===== src/rtl/mac_rx_frame_if.sv =====
// PHY receive inputs and decoded frame outputs of mac_rx_frame.
// The DUT uses the slave modport. The PHY model or testbench uses master.
interface mac_rx_frame_if;
    logic [7:0]  rxd;
    logic        rxdv;
    logic [47:0] src_mac_addr;
    logic        head_vld;
    logic [47:0] det_mac_addr;
    logic [47:0] peer_mac_addr;
    logic [15:0] mac_mode;
    logic [7:0]  dout;
    logic        dout_en;
    logic [15:0] data_len;
    logic        fd;
    logic        frame_ok;
    logic        err_crc;
    logic        err_len;

    modport master (
        output rxd, rxdv, src_mac_addr,
        input  head_vld, det_mac_addr, peer_mac_addr, mac_mode,
               dout, dout_en, data_len, fd, frame_ok, err_crc, err_len
    );

    modport slave (
        input  rxd, rxdv, src_mac_addr,
        output head_vld, det_mac_addr, peer_mac_addr, mac_mode,
               dout, dout_en, data_len, fd, frame_ok, err_crc, err_len
    );
endinterface


===== src/rtl/mac_rx_frame.sv =====
// Ethernet receive framer: preamble/SFD detection, header capture, address filter,
// FCS-stripped payload forwarding, CRC-32 and length verdict.
module mac_rx_frame #(
    parameter int MIN_LEN = 64,
    parameter int MAX_LEN = 1518
) (
    input  logic          clk,
    input  logic          rst,
    mac_rx_frame_if.slave bus
);
    typedef enum logic [2:0] {
        S_IDLE, S_PREAMBLE, S_HEAD, S_DATA, S_DONE, S_DROP
    } state_t;

    localparam logic [31:0] CRC_POLY    = 32'hEDB88320;
    localparam logic [31:0] CRC_RESIDUE = 32'hDEBB20E3;
    localparam logic [15:0] MIN_LEN_W   = 16'(MIN_LEN);
    localparam logic [15:0] MAX_LEN_W   = 16'(MAX_LEN);

    state_t        r_state, w_state_next;
    logic [3:0]    r_hcnt;
    logic [103:0]  r_hdr;
    logic [31:0]   r_crc;
    logic [15:0]   r_len;
    logic [31:0]   r_sr;
    logic [2:0]    r_fill;

    logic          r_head_vld, r_dout_en, r_fd, r_frame_ok, r_err_crc, r_err_len;
    logic [47:0]   r_det, r_peer;
    logic [15:0]   r_mode, r_data_len;
    logic [7:0]    r_dout;

    logic [111:0]  w_hdr;
    logic          w_dest_ok, w_sfd, w_accept, w_abort, w_end, w_crc_en;
    logic          w_err_crc, w_err_len;

    function automatic logic [31:0] crc_byte(input logic [31:0] c, input logic [7:0] b);
        logic [31:0] x;
        x = c;
        for (int i = 0; i < 8; i++)
            x = (x[0] ^ b[i]) ? ((x >> 1) ^ CRC_POLY) : (x >> 1);
        return x;
    endfunction

    assign w_hdr     = {r_hdr, bus.rxd};
    assign w_dest_ok = (w_hdr[111:64] == bus.src_mac_addr) || (w_hdr[111:64] == 48'hFFFF_FFFF_FFFF);
    // A frame too short to fill the FCS window can never carry a valid CRC.
    assign w_err_crc = (r_crc != CRC_RESIDUE) || (r_fill != 3'd4);
    assign w_err_len = (r_len < MIN_LEN_W);

    always_ff @(posedge clk or posedge rst) begin
        if (rst) r_state <= S_IDLE;
        else     r_state <= w_state_next;
    end

    always_comb begin
        w_state_next = r_state;
        w_sfd        = 1'b0;
        w_accept     = 1'b0;
        w_abort      = 1'b0;
        w_end        = 1'b0;
        w_crc_en     = 1'b0;
        case (r_state)
            // DONE behaves like IDLE so a single-cycle inter-frame gap is enough.
            S_IDLE, S_DONE: begin
                if (bus.rxdv) w_state_next = (bus.rxd == 8'h55) ? S_PREAMBLE : S_DROP;
                else          w_state_next = S_IDLE;
            end
            S_PREAMBLE: begin
                if (!bus.rxdv)              w_state_next = S_IDLE;
                else if (bus.rxd == 8'hD5) begin
                    w_state_next = S_HEAD;
                    w_sfd        = 1'b1;
                end
                else if (bus.rxd != 8'h55)  w_state_next = S_DROP;
            end
            S_HEAD: begin
                if (!bus.rxdv) w_state_next = S_IDLE;
                else begin
                    w_crc_en = 1'b1;
                    if (r_hcnt == 4'd13) begin
                        w_accept     = w_dest_ok;
                        w_state_next = w_dest_ok ? S_DATA : S_DROP;
                    end
                end
            end
            S_DATA: begin
                if (!bus.rxdv) begin
                    w_end        = 1'b1;
                    w_state_next = S_DONE;
                end
                else if (r_len == MAX_LEN_W) begin
                    w_abort      = 1'b1;
                    w_state_next = S_DROP;
                end
                else w_crc_en = 1'b1;
            end
            S_DROP:  if (!bus.rxdv) w_state_next = S_IDLE;
            default: w_state_next = S_IDLE;
        endcase
    end

    always_ff @(posedge clk or posedge rst) begin
        if (rst) begin
            r_hcnt     <= '0;
            r_hdr      <= '0;
            r_crc      <= 32'hFFFF_FFFF;
            r_len      <= '0;
            r_sr       <= '0;
            r_fill     <= '0;
            r_head_vld <= 1'b0;
            r_dout_en  <= 1'b0;
            r_fd       <= 1'b0;
            r_frame_ok <= 1'b0;
            r_err_crc  <= 1'b0;
            r_err_len  <= 1'b0;
            r_det      <= '0;
            r_peer     <= '0;
            r_mode     <= '0;
            r_data_len <= '0;
            r_dout     <= '0;
        end
        else begin
            r_head_vld <= w_accept;
            r_dout_en  <= 1'b0;
            r_fd       <= w_end | w_abort;

            if (w_sfd) begin
                r_crc  <= 32'hFFFF_FFFF;
                r_len  <= '0;
                r_hcnt <= '0;
            end
            if (w_crc_en) r_crc <= crc_byte(r_crc, bus.rxd);
            if (bus.rxdv && (r_state == S_HEAD || r_state == S_DATA) && r_len != 16'hFFFF)
                r_len <= r_len + 16'd1;

            if (r_state == S_HEAD && bus.rxdv) begin
                r_hdr  <= w_hdr[103:0];
                r_hcnt <= r_hcnt + 4'd1;
            end
            if (w_accept) begin
                r_det      <= w_hdr[111:64];
                r_peer     <= w_hdr[63:16];
                r_mode     <= w_hdr[15:0];
                r_data_len <= '0;
                r_fill     <= '0;
            end

            // Four-byte delay line holds back the FCS; only bytes pushed out the far end are payload.
            if (r_state == S_DATA && bus.rxdv && !w_abort) begin
                r_sr <= {r_sr[23:0], bus.rxd};
                if (r_fill == 3'd4) begin
                    r_dout     <= r_sr[31:24];
                    r_dout_en  <= 1'b1;
                    r_data_len <= r_data_len + 16'd1;
                end
                else r_fill <= r_fill + 3'd1;
            end

            if (w_end) begin
                r_err_crc  <= w_err_crc;
                r_err_len  <= w_err_len;
                r_frame_ok <= !w_err_crc && !w_err_len;
            end
            if (w_abort) begin
                r_err_crc  <= 1'b0;
                r_err_len  <= 1'b1;
                r_frame_ok <= 1'b0;
            end
        end
    end

    assign bus.head_vld      = r_head_vld;
    assign bus.det_mac_addr  = r_det;
    assign bus.peer_mac_addr = r_peer;
    assign bus.mac_mode      = r_mode;
    assign bus.dout          = r_dout;
    assign bus.dout_en       = r_dout_en;
    assign bus.data_len      = r_data_len;
    assign bus.fd            = r_fd;
    assign bus.frame_ok      = r_frame_ok;
    assign bus.err_crc       = r_err_crc;
    assign bus.err_len       = r_err_len;
endmodule


===== src/flat_wrapper.sv =====
// flat-port wrapper written by rule: the top's interface ports become plain ports
module mac_rx_frame_flat 
#(
    parameter int MIN_LEN = 64,
    parameter int MAX_LEN = 1518
)
  (clk, rst, bus_rxd, bus_rxdv, bus_src_mac_addr, bus_head_vld, bus_det_mac_addr, bus_peer_mac_addr, bus_mac_mode, bus_dout, bus_dout_en, bus_data_len, bus_fd, bus_frame_ok, bus_err_crc, bus_err_len);
  mac_rx_frame_if bus_i ();
  input  logic clk;
  input  logic rst;
  input wire logic [$bits(bus_i.rxd)-1:0] bus_rxd;
  input wire logic [$bits(bus_i.rxdv)-1:0] bus_rxdv;
  input wire logic [$bits(bus_i.src_mac_addr)-1:0] bus_src_mac_addr;
  output wire logic [$bits(bus_i.head_vld)-1:0] bus_head_vld;
  output wire logic [$bits(bus_i.det_mac_addr)-1:0] bus_det_mac_addr;
  output wire logic [$bits(bus_i.peer_mac_addr)-1:0] bus_peer_mac_addr;
  output wire logic [$bits(bus_i.mac_mode)-1:0] bus_mac_mode;
  output wire logic [$bits(bus_i.dout)-1:0] bus_dout;
  output wire logic [$bits(bus_i.dout_en)-1:0] bus_dout_en;
  output wire logic [$bits(bus_i.data_len)-1:0] bus_data_len;
  output wire logic [$bits(bus_i.fd)-1:0] bus_fd;
  output wire logic [$bits(bus_i.frame_ok)-1:0] bus_frame_ok;
  output wire logic [$bits(bus_i.err_crc)-1:0] bus_err_crc;
  output wire logic [$bits(bus_i.err_len)-1:0] bus_err_len;
  assign bus_i.rxd = bus_rxd;
  assign bus_i.rxdv = bus_rxdv;
  assign bus_i.src_mac_addr = bus_src_mac_addr;
  assign bus_head_vld = bus_i.head_vld;
  assign bus_det_mac_addr = bus_i.det_mac_addr;
  assign bus_peer_mac_addr = bus_i.peer_mac_addr;
  assign bus_mac_mode = bus_i.mac_mode;
  assign bus_dout = bus_i.dout;
  assign bus_dout_en = bus_i.dout_en;
  assign bus_data_len = bus_i.data_len;
  assign bus_fd = bus_i.fd;
  assign bus_frame_ok = bus_i.frame_ok;
  assign bus_err_crc = bus_i.err_crc;
  assign bus_err_len = bus_i.err_len;
  mac_rx_frame #(.MIN_LEN(MIN_LEN), .MAX_LEN(MAX_LEN)) u_core (.clk(clk), .rst(rst), .bus(bus_i));
endmodule

===== config.mk =====
export PLATFORM = sky130hd
export DESIGN_NAME = mac_rx_frame_flat
export DESIGN_NICKNAME = d
export VERILOG_FILES = /design/src/rtl/mac_rx_frame_if.sv /design/src/rtl/mac_rx_frame.sv /design/src/flat_wrapper.sv
export SDC_FILE = /design/constraint.sdc
export NUM_CORES = 1
export LEC_CHECK = 0
export CORE_ASPECT_RATIO = 0.7
export CORE_MARGIN = 4
export CORE_UTILIZATION = 40
export CTS_CLUSTER_SIZE = 12
export DETAILED_ROUTE_END_ITERATION = 10
export GPL_TIMING_DRIVEN = 0
export HOLD_SLACK_MARGIN = 0.12
export SLEW_MARGIN = 15
export SYNTH_ARGS = -nofsm -noshare
export SYNTH_HDL_FRONTEND = slang
export SYNTH_SLANG_ARGS = --single-unit

===== constraint.sdc =====
create_clock -name clk -period 20.3 [get_ports clk]
set_input_delay 3.045 -clock clk [delete_from_list [all_inputs] [get_ports clk]]
set_output_delay 3.045 -clock clk [all_outputs]
set_load 0.02 [all_outputs]

==> impl_metrics.json <==
{
  "firstDrtPassIters": 5,
  "pwr_density_cell_nw_per_um2": 79.1,
  "layout-drive-gt1-share": 0.164,
  "timing.critical_path.to": "u_core.bus.peer_mac_addr[44]",
  "std_cell_rows": 58,
  "worst_hold_path_type": "register to register",
  "placeableCoreArea_um2": 36200,
  "peakVddDrop_mv": 0.0434,
  "floorplan.initialDensity": 0.409,
  "max_cap_viol_count": 0,
  "final-setup-viol-count": 0,
  "crit_path_end_kind": "register",
  "worst_slew_margin_rel": 0.351,
  "cts-hold-fix-buffers": 0,
  "worstMarginPinSlew_ns": 0.968,
  "layout.cells.most_common_list": "nand2_1 (368), dfrtp_1 (304), clkdlybuf4s50_1 (199), mux2_2 (120), xnor2_1 (101)",
  "post_synth_instance_area_um2": 14800,
  "dpl.hpwl_um": 28500,
  "finalHoldViolCount": 0,
  "global_route.usage.met1": 0.303,
  "commonest_non_fill_non_tap_cell_in_the_layout": "nand2_1",
  "drc_markers": 0,
  "ys_seq_elements": 336,
  "synth.yosys.seq_area_share": 0.570,
  "pin_count": 201,
  "max_freq_ghz": 0.180,
  "drt_iter0_markers": 784,
  "cts_repair_resize_count": 0,
  "outcome": "completed",
  "use_met2": 0.290,
  "place_area_um2": 17500,
  "post-route-cell-area_um2": 18600,
  "globalRouteTotalUtil": 0.197,
  "largest_net_degree_at_the_start_of_global_routing": 103,
  "r2r-end": "u_core.bus.peer_mac_addr[44]",
  "via_count": 10700,
  "grt_setup_unrepaired": "false",
  "via_count_of_the_first_global_routing_pass": 10900,
  "post-cts-setup-buffers": 0,
  "numCtsBuffers": 36,
  "worst_r2r_path_depth": 9,
  "finalNetCount": 1646,
  "post_synth_inst_count": 1340,
  "r2r_slack_ns": 17.19,
  "clock_tree.htree_level_count": 2,
  "worst_r2r_startpoint": "u_core.r_hdr[84]",
  "worst-path-max-fanout": 10,
  "skew_ns": 0.0103,
  "clockRootBuffer": "clkbuf_16",
  "antennaDiodeCount": 0,
  "final_max_slew_viols": 0,
  "clkSlewWorstSetupHoldPaths_ns": 0.06,
  "cp_launch_point": "bus_src_mac_addr[10]",
  "grtUsageMet3": 0.0419,
  "wirelength_um": 39600,
  "avgRoutedWirePerCell_um": 19.0,
  "timing.setup.critical_path_class": "input port to register",
  "syn_nets": 1406,
  "port_buffers": 199,
  "globalRouteOverflowTotal": 0,
  "route.detailed.vias_per_inst": 5.15,
  "final_min_period_ns": 5.54,
  "die_y_um": 169,
  "synth_edf_count": 0,
  "dieWidth_um": 238,
  "tritoncts_clock_tree": "yes",
  "yosysWarnings": 0,
  "synth-main-ff-cell": "dfrtp_1",
  "synthDistinctLibCells": 57,
  "p_leak_nw": 8.72,
  "grt_first_pass_wirelength_um": 63500,
  "critPathRequiredTime_ns": 20.70,
  "cts-root-to-sink-buffers": 3,
  "final.setup.tns_ns": 0,
  "final_antenna_net_count": 0,
  "synth_area_per_cell_um2": 11.1,
  "antenna_found_initial": 1,
  "place.gp.congestion": 0.852,
  "asyncSetResetFlopFracSynth": 1.00,
  "final_min_period_over_clock_period": 0.273,
  "flow.area_growth_from_synthesis_pct": 25.6,
  "worst_setup_path_start_kind": "input port",
  "worstSkewPairLatency_ns": 0.53,
  "grt_most_used_layer": "met1",
  "clock_sinks": 336,
  "design.die.area_um2": 40200,
  "whs_path_depth": 2,
  "arrival_ns": 5.95
}
==> critical path: stages <==
cell             delay, ns
clkdlybuf4s50_1       0.50
xnor2_1               0.15
nand4_1               0.19
nor4_1                0.29
a31oi_1               0.38
or2_1                 0.34
buf_2                 0.18
inv_2                 0.21
buf_4                 0.28
mux2_2                0.37
==> metal layers <==
layer,vias up,wire length (µm)
li1,4996,-
met1,5397,19500
met2,259,17000
met3,60,2380
met4,2,710
met5,-,7
==> where the power goes <==
group,internal [W],switching (W),leakage [nW],total [W]
clock,0.000369,0.000263,0.543,0.000632
sequential,0.000685,0.0000110,4.58,0.000696
combinational,0.0000657,0.0000784,3.60,0.000144
==> cells in the mapped netlist (all sizes together) (5+ instances only) <==
cell type / n / area [µm²]
nand2: 368 / 1380
dfrtp: 304 / 7610
mux2: 145 / 1730
xnor2: 104 / 933
nor3: 39 / 195
a21oi: 37 / 185
nand4: 37 / 231
clkbuf: 36 / 136
dfstp: 32 / 841
nor2: 31 / 119
o21ai: 31 / 155
buf: 26 / 158
xor2: 25 / 272
nand3: 23 / 115
inv: 10 / 37.5
nor4: 9 / 56.3
a31oi: 8 / 50.1
and3: 8 / 50.1
ha: 7 / 87.6
o31ai: 6 / 45.0
a31o: 5 / 43.8
nor2b: 5 / 31.3
==> logic make-up (layout without fill, tap and decap cells) <==
kind of cell	after synthesis	count (layout)	synth area share
simple gates	548	548	0.162
compound gates	99	99	0.0390
fa+ha+maj	7	7	0.00591
buf+inv	72	331	0.0224
xor+xnor	129	129	0.0814
flops	336	336	0.570
mux	149	149	0.119
==> worst min-delay path by stage <==
| stage | from | to | slack [ns] |
|---|---|---|---|
| floorplan | u_core.r_sr[24] | u_core.bus.dout[0] | 0.43 |
| global placement | u_core.r_sr[29] | u_core.bus.dout[5] | 0.45 |
| detailed placement | u_core.r_sr[26] | u_core.bus.dout[2] | 0.46 |
| CTS | u_core.r_sr[31] | u_core.bus.dout[7] | 0.47 |
| global route | u_core.r_sr[31] | u_core.bus.dout[7] | 0.49 |
| finish | u_core.r_sr[31] | u_core.bus.dout[7] | 0.47 |
==> final cells by class <==
| type | instances | area, µm² |
|---|---|---|
| clock buffers | 53 | 1050 |
| flip-flops and latches | 336 | 8450 |
| multi-input cells | 932 | 6030 |
| repair buffers | 202 | 2070 |
| clock inverters | 4 | 60.1 |
| inverters | 10 | 45.0 |
| well taps | 480 | 601 |
| fillers | 3229 | 17600 |
| plain buffers | 62 | 294 |
==> through the flow <==
stage | setup WS, ns | cells | total power, W | hold slack, ns | util
floorplan | 8.00 | 1340 | 0.000808 | 0.435 | -
global placement | 3.62 | 2019 | 0.000848 | 0.453 | 0.481
detailed placement | 14.24 | 2022 | 0.000850 | 0.457 | 0.483
CTS | 14.75 | 2079 | 0.00149 | 0.471 | 0.514
global route | 14.58 | 2079 | 0.00153 | 0.490 | 0.514
finish | 14.76 | 2079 | 0.00147 | 0.467 | 0.514
==> flip-flops by register name (all words and copies together), names as in the netlist, 3 cells and up <==
register and count:
u_core.bus.data_len 16, u_core.bus.det_mac_addr 48, u_core.bus.dout 8, u_core.bus.mac_mode 16, u_core.bus.peer_mac_addr 48, u_core.r_crc 32, u_core.r_fill 3, u_core.r_hcnt 4
u_core.r_hdr 104, u_core.r_len 16, u_core.r_sr 32, u_core.r_state 3
No activity file was read; power rests on OpenSTA's default activity.
